--- src/rtl/time_display_scan.sv ---
// Six-digit multiplexed 7-segment driver for the calendar/clock block: snapshots one page of three
// binary fields per scan frame, converts each to two BCD digits by repeated subtraction, then scans.
module time_display_scan #(
    parameter int SCAN_DIV = 50000
) (
    input  logic       clk,
    input  logic       rst,
    input  logic [7:0] year,
    input  logic [7:0] month,
    input  logic [7:0] day,
    input  logic [7:0] hour,
    input  logic [7:0] minute,
    input  logic [7:0] second,
    input  logic       page_sel,
    output logic [7:0] seg,
    output logic [5:0] dig,
    output logic       frame
);

    localparam int            CW         = (SCAN_DIV > 1) ? $clog2(SCAN_DIV) : 1;
    localparam logic [CW-1:0] CNT_MAX    = CW'(SCAN_DIV - 1);
    localparam logic [3:0]    CODE_DASH  = 4'hA;
    localparam logic [3:0]    CODE_BLANK = 4'hF;

    typedef enum logic [1:0] {IDLE, CONV, COMMIT} state_t;

    state_t        state, state_nxt;
    logic [CW-1:0] cnt;
    logic [2:0]    idx;
    logic          tick, rst_seen, frame_start;
    logic [7:0]    work [3];
    logic [1:0]    fld;
    logic [7:0]    rem;
    logic [3:0]    tens;
    logic          over, field_done;
    logic [23:0]   conv_vec, disp_vec, src_vec;
    logic [3:0]    cur_code;

    function automatic logic [6:0] seg_of(input logic [3:0] code);
        case (code)
            4'd0:      seg_of = 7'b1000000;
            4'd1:      seg_of = 7'b1111001;
            4'd2:      seg_of = 7'b0100100;
            4'd3:      seg_of = 7'b0110000;
            4'd4:      seg_of = 7'b0011001;
            4'd5:      seg_of = 7'b0010010;
            4'd6:      seg_of = 7'b0000010;
            4'd7:      seg_of = 7'b1111000;
            4'd8:      seg_of = 7'b0000000;
            4'd9:      seg_of = 7'b0010000;
            CODE_DASH: seg_of = 7'b0111111;
            default:   seg_of = 7'b1111111;
        endcase
    endfunction

    assign tick        = (cnt == CNT_MAX);
    assign frame_start = rst_seen || (tick && idx == 3'd5);
    assign over        = (work[0] >= 8'd100);
    assign field_done  = over || (rem < 8'd10);

    // NOTE: sequential state uses non-blocking assignments so every register samples pre-edge values.
    always_ff @(posedge clk) begin
        if (rst) begin
            cnt      <= '0;
            idx      <= '0;
            rst_seen <= 1'b1;
            state    <= IDLE;
        end else begin
            rst_seen <= 1'b0;
            state    <= state_nxt;
            if (tick) begin
                cnt <= '0;
                idx <= (idx == 3'd5) ? 3'd0 : idx + 3'd1;
            end else begin
                cnt <= cnt + CW'(1);
            end
        end
    end

    // NOTE: every output of a combinational block gets a default first, so no latch is inferred.
    always_comb begin
        state_nxt = state;
        frame     = 1'b0;
        case (state)
            IDLE:    if (frame_start) state_nxt = CONV;
            CONV:    if (field_done && fld == 2'd2) state_nxt = COMMIT;
            COMMIT: begin
                frame     = 1'b1;
                state_nxt = IDLE;
            end
            default: state_nxt = IDLE;
        endcase
    end

    // NOTE: working registers are always reloaded by a snapshot before use, so they carry no reset.
    always_ff @(posedge clk) begin
        if (frame_start) begin
            work[0] <= page_sel ? year  : hour;
            work[1] <= page_sel ? month : minute;
            work[2] <= page_sel ? day   : second;
            rem     <= page_sel ? year  : hour;
            tens    <= '0;
            fld     <= '0;
        end else if (state == CONV) begin
            if (field_done) begin
                // Fields shift left so the first converted pair ends up in digits 5,4.
                conv_vec <= {conv_vec[15:0], over ? {CODE_DASH, CODE_DASH} : {tens, rem[3:0]}};
                work[0]  <= work[1];
                work[1]  <= work[2];
                rem      <= work[1];
                tens     <= '0;
                fld      <= fld + 2'd1;
            end else begin
                rem  <= rem - 8'd10;
                tens <= tens + 4'd1;
            end
        end
    end

    // During COMMIT the freshly converted digits bypass the display registers so seg updates next cycle.
    always_comb begin
        src_vec  = (state == COMMIT) ? conv_vec : disp_vec;
        cur_code = CODE_BLANK;
        case (idx)
            3'd0:    cur_code = src_vec[3:0];
            3'd1:    cur_code = src_vec[7:4];
            3'd2:    cur_code = src_vec[11:8];
            3'd3:    cur_code = src_vec[15:12];
            3'd4:    cur_code = src_vec[19:16];
            3'd5:    cur_code = src_vec[23:20];
            default: cur_code = CODE_BLANK;
        endcase
    end

    always_ff @(posedge clk) begin
        if (rst) begin
            disp_vec <= {6{CODE_BLANK}};
            seg      <= 8'hFF;
            dig      <= 6'b111110;
        end else begin
            if (state == COMMIT) disp_vec <= conv_vec;
            seg <= {~((idx == 3'd4 || idx == 3'd2) && cur_code != CODE_BLANK), seg_of(cur_code)};
            dig <= ~(6'b000001 << idx);
        end
    end

endmodule
--- config.mk ---
export PLATFORM = sky130hd
export DESIGN_NAME = time_display_scan
export DESIGN_NICKNAME = d
export VERILOG_FILES = /design/src/rtl/time_display_scan.sv
export SDC_FILE = /design/constraint.sdc
export NUM_CORES = 1
export LEC_CHECK = 0
export BUFFER_PORTS_ARGS = -buffer_cell sky130_fd_sc_hd__buf_2
export CORE_MARGIN = 5
export CORE_UTILIZATION = 62
export CTS_BUF_LIST = sky130_fd_sc_hd__clkbuf_16
export DETAILED_ROUTE_END_ITERATION = 10
export PLACE_DENSITY = 0.93
export SYNTH_ARGS = -nofsm -noshare
export SYNTH_HDL_FRONTEND = slang
export SYNTH_SLANG_ARGS = --single-unit
export TNS_END_PERCENT = 10
--- constraint.sdc ---
create_clock -name clk -period 8.1 [get_ports clk]
set_clock_uncertainty 0.15 [all_clocks]
set_input_delay 0.405 -clock clk [delete_from_list [all_inputs] [get_ports clk]]
set_output_delay 0.405 -clock clk [all_outputs]
set_load 0.005 [all_outputs]
# Yosys cells after proc, flatten, opt, wreduce, memory -nomap -nowiden

Memory sizes are Yosys's and may differ from the RTL's. A register that Yosys moved wholly into a read port is not among the register bits.
Cells that the tools add are included.

Memory bits (read-only): 112
Word-level logic and storage cells: 75
Register bits after elaboration: 98
Bits in writable memories: 24
Output and inout bits: 15
Input bits: 51
Memories kept: 2

$add $sub $neg: 5
Muxes and demuxes: 23
Reduce and logical (&&, ||, !) cells: 13
Magnitude comparators: 2
Bitwise gates (word level): 5
Shift-type cells: 1
Equality and inequality tests: 12

Memory list:

| memory           | depth | bits a word | rd ports | clocked after Yosys merged registers in | write ports | RTL line | source |
|---|---|---|---|---|---|---|---|
| (name not given) | 16    | 7           | 1        | 1                                       | 0           | 40       | `case (code)` |
| work             | 3     | 8           | 3        | 0                                       | 3           | 31       | `logic [7:0] work [3];` |

Operator list:

| operator                                                                      | number |
|---|---|
| 8-bit 2-to-1 mux                                                              | 8 |
| 24-bit 2-to-1 mux                                                             | 1 |
| 4-bit one-hot mux with 6 select lines                                         | 1 |
| 16-bit by 1-bit adder with 16-bit output (second input constant)              | 1 |
| 16-bit == test (second input constant)                                        | 1 |
| 8-bit by 7-bit >= comparator with 1-bit output (second input constant)        | 1 |
| 8-bit by 4-bit less-than comparator with 1-bit output (second input constant) | 1 |
| 1-bit 2-to-1 mux                                                              | 8 |
| 8-bit by 4-bit subtractor with 8-bit output (second input constant)           | 1 |
| 3-bit by 2-bit == test with 1-bit output (second input constant)              | 2 |
| 3-bit == test (second input constant)                                         | 2 |
| 6-bit NOT                                                                     | 1 |
| 1-bit by 3-bit << shifter with 6-bit output (first input constant)            | 1 |
| 4-bit by 1-bit adder with 4-bit output (second input constant)                | 1 |
| 2-bit == test (second input constant)                                         | 2 |
| 2-bit 2-to-1 mux                                                              | 2 |
| 4-bit 2-to-1 mux                                                              | 1 |
| 2-bit inequality test (second input constant)                                 | 2 |
| 4-bit inequality test (second input constant)                                 | 1 |
| 2-bit one-hot mux with 2 select lines                                         | 1 |
| 2-bit AND reduction                                                           | 2 |
| 3-bit by 1-bit adder with 3-bit output (second input constant)                | 1 |
| 3-bit by 1-bit == test with 1-bit output (second input constant)              | 1 |
| 1-bit logical AND                                                             | 3 |
| 11 further kinds                                                              | 15 |

# Depth between registers and ports, before layout

Depth after elaboration: 7
Mapped depth: 11
Depth with buffers taken out: 10

# Worst setup path before layout

OpenSTA, ideal clock, no wires.

Path kind: flip-flop to flip-flop
Start point: register rem[5]
End point: register conv_vec[0] (enable)
Arrival: 2,318 ps
Setup slack: 5,254 ps
Library setup time: 379 ps
Path buffers: 2
Period minus slack after synthesis: 2,846 ps
Stages on the path, launching flop included: 8
Path through: edfxtp_1 -> or4_1 -> o211ai_2 -> and2_1 -> nand2b_1 -> buf_2 -> buf_2 -> inv_1

Longest elaborated chain between the ends: 3

RTL lines:

| element                                               | RTL line | source |
|---|---|---|
| start: declaration                                    | 33       | `logic [7:0] rem;` |
| start signal: assignment                              | 101      | `rem <= page_sel ? year : hour;` |
| start signal: assignment                              | 110      | `rem <= work[1];` |
| start signal: assignment                              | 114      | `rem <= rem - 8'd10;` |
| 8-bit by 4-bit less-than comparator with 1-bit output | 59       | `assign field_done = over \|\| (rem < 8'd10);` |
| 1-bit logical OR                                      | 59       |  |
| 3-bit AND reduction (no line)                         | -        |  |
| end signal: assignment                                | 107      | `conv_vec <= {conv_vec[15:0], over ? {CODE_DASH, CODE_DASH} : {tens, rem[3:0]}};` |
| end: declaration                                      | 36       | `logic [23:0] conv_vec, disp_vec, src_vec;` |

No other way between the ends.
A chain may end at the register's enable or synchronous reset.

# Worst setup path after layout

Start point: register rem[4]
End point: register conv_vec[5] (enable)

The elaborated chain is that of the path after synthesis.

==> results.toml <==
[worst_setup_path]
crit_chain = "or4_1 > o211ai_2 > and2_1 > nand2b_1 > inv_1"
critPathMaxFanout = 29
crit_path_end_kind = "flip-flop"
slowest_delay_ns = 0.94
critPathSlowestCell = "inv_1"
crit_buf_inv = 1
required_ns = 7.96
start_kind = "flip-flop"
crit_arrival_ns = 3.80
path_delay_family = "simple AND/OR/NAND/NOR gates"
critPathKind = "flip-flop to flip-flop"

[layout]
syn_to_final_growth_pct = 17.9
diodes = 0
drive_gt1_share_pct = 22.1
stdcell_count = 643
multi_input_area_mm2 = 0.00215
nNetsFinal = 584
n_fill_cell = 491
register_area_mm2 = 0.00294
postLayoutCoreUtil_pct = 75.0

[timing]
finalHoldViolations = 0
max_slew.worst_pin.slew_ns = 0.975
min_period_over_period_pct = 48.6
maxSlewHeadroom_pct = 35.0
setup_tns_ns = 0
period_minus_slack_ns = 3.93
finalSetupViolations = 0
slew_violations = 0
fmax_mhz = 254
rsz0062_at_grt = "false"

[placement]
placedCellCount = 611
place_hpwl_um = 6970
gp_congestion = 0.849
port_buffers = 65

[detailed_routing]
drt_wl_total_um = 11200
vias = 3774
wl_per_cell_um = 17.5
first_pass_iters = 5
drt_drc_violations_left = 0
drt_iter0_drc = 244
avgViaCountPerCell = 5.87
final_antenna_net_count = 0

[die]
die_h_um = 102
initial_core_util_pct = 63.7
die_area_mm2 = 0.0104
core_area_mm2 = 0.00826
fp.dieW_um = 102
ios = 66
placementRows = 33

[logic_synthesis]
synthTopCellsByArea = "edfxtp_1 (31%), dfxtp_1 (25%), mux2i_1 (6.1%), nor2_1 (3.4%), a21oi_1 (3.2%)"
ys_seq_elements = 120
synth_top_family_by_area = "simple AND/OR/NAND/NOR gates"
synth_warnings = 0
yosysSeqAreaShare_pct = 56.0
yosys.area_share.adder_pct = 1.90
synthMuxAreaShare_pct = 9.59
syn_nets = 523
synth_simple_gate_area_share_pct = 15.5
yosysUniqueCellTypes = 57
netlist_area_mm2 = 0.00526
synth_edf_count = 54
yosys.area.top_type = "edfxtp_1"
synth_top_area_share_pct = 30.8
synthCells = 464
synth-compound-area-share_pct = 10.1
yosys_most_used_dff = "dfxtp_1"
synth-async-reset-ratio_pct = 0
synth_xor_area_share_pct = 3.67
syn_area_per_cell_um2 = 11.3

[hold_path]
hp-class = "input pin to flip-flop"

[grt]
grt_pass1_wl_um = 18400
antenna_found_initial = 0
grt_pass1_vias = 3902
grt.total_usage_pct = 22.7
grt_max_degree = 47
overflow = 0

[cts]
clk_latency_ns = 0.40
cts_root_buf = "clkbuf_16"
post_cts_buffers = 0
clockBufferDepth = 2
clock-sinks = 120
cts_max_level = 4
cts-resized-gates = 0
cts.clk_slew.worst_paths_ns = 0.05
cts-buffers-inserted = 17
tritoncts = "done"
ctsHoldBuffers = 0

[power]
powerDensity_mw_per_mm2 = 249
ir_drop_v = 0.000147
p_leak_uw = 0.00247

[outcome]
outcome = "complete, no violations"

[run]
drv_cap = 0
routing by layer:
metal	wire [µm]	track usage, %
met4	286	9.28
met2	5800	39.6
met5	0	0
met1	4380	26.2
met3	764	6.55
area by class of cell:
| type | instances | share of cell area, % |
|---|---|---|
| Sequential cell | 120 | 47.5 |
| Multi-Input combinational cell | 307 | 34.6 |
| Inverter | 13 | 0.788 |
| Tap cell | 105 | 2.12 |
| Clock buffer | 17 | 6.87 |
| Timing Repair Buffer | 66 | 5.37 |
| Clock inverter | 15 | 2.71 |
worst register-to-register path: stages, from the launching register on:
cell	delay [ns]
edfxtp_1	0.44
or4_1	0.54
o211ai_2	0.62
and2_1	0.31
nand2b_1	0.54
inv_1	0.94
stage by stage:
stage,setup WS (ns),instance area (µm²),total power [µW],hold WS [ns]
2_1_floorplan,5.25,5260,767,0.263
3_3_place_gp,4.33,5600,792,0.274
3_5_place_dp,4.20,5600,799,0.284
4_1_cts,4.16,6190,1550,0.148
5_1_grt,3.80,6190,1590,0.152
6_report,4.17,6190,1550,0.159
cell usage after synthesis, types with 9 or more instances:
cell,number
a21oi_1,34
nor2_1,47
clkbuf_1,13
mux2i_1,32
nand2_1,15
edfxtp_1,54
mux2_2,13
and3_1,9
o21ai_0,9
xor2_1,14
dfxtp_1,66
inv_1,12
nand2b_1,27
flip-flops by register name (all words and copies together), names as in the netlist:
signal,flops
fld,2
dig,6
disp_vec,24
conv_vec,24
idx,3
rem,8
state,2
work,22
rst_seen,1
seg,8
tens,4
cnt,16
final timing paths:
path	startpoint	endpoint	slack (ns)	cells after the start
min reg2reg	conv_vec[4]	conv_vec[12]	0.29	0
max	rem[4]	conv_vec[5]	4.17	5
max reg2reg	rem[4]	conv_vec[5]	4.17	5
min	second[6]	work[1][6]	0.16	2
report_power, final:
group | total, µW | internal [µW] | switching [µW]
clock network | 752 | 504 | 248
registers | 686 | 670 | 16.4
logic | 107 | 44.9 | 62.1
cells in the final DEF, fill, tap and decap left out, drive strengths merged, types with 9 or more instances in the layout:
master | netlist | routed
a211oi | 9 | 9
a21oi | 34 | 34
and3 | 9 | 9
buf | 11 | 66
clkbuf | 13 | 17
dfxtp | 66 | 66
edfxtp | 54 | 54
inv | 12 | 15
mux2 | 14 | 14
mux2i | 32 | 32
nand2 | 15 | 15
nand2b | 28 | 28
nor2 | 47 | 47
o21ai | 9 | 9
xor2 | 14 | 14
logic make-up (layout without fill, tap and decap cells):
| logic type | count (synthesis) | in the layout |
|---|---|---|
| xor gates and xnor gates | 22 | 22 |
| and+or+nand+nor | 151 | 151 |
| adders and majority gates | 8 | 8 |
| buffers and inverters | 37 | 111 |
| AOI/OAI and AO/OA | 79 | 79 |
| muxes | 47 | 47 |
| DFF | 120 | 120 |
No activity file was read; power rests on OpenSTA's default activity.
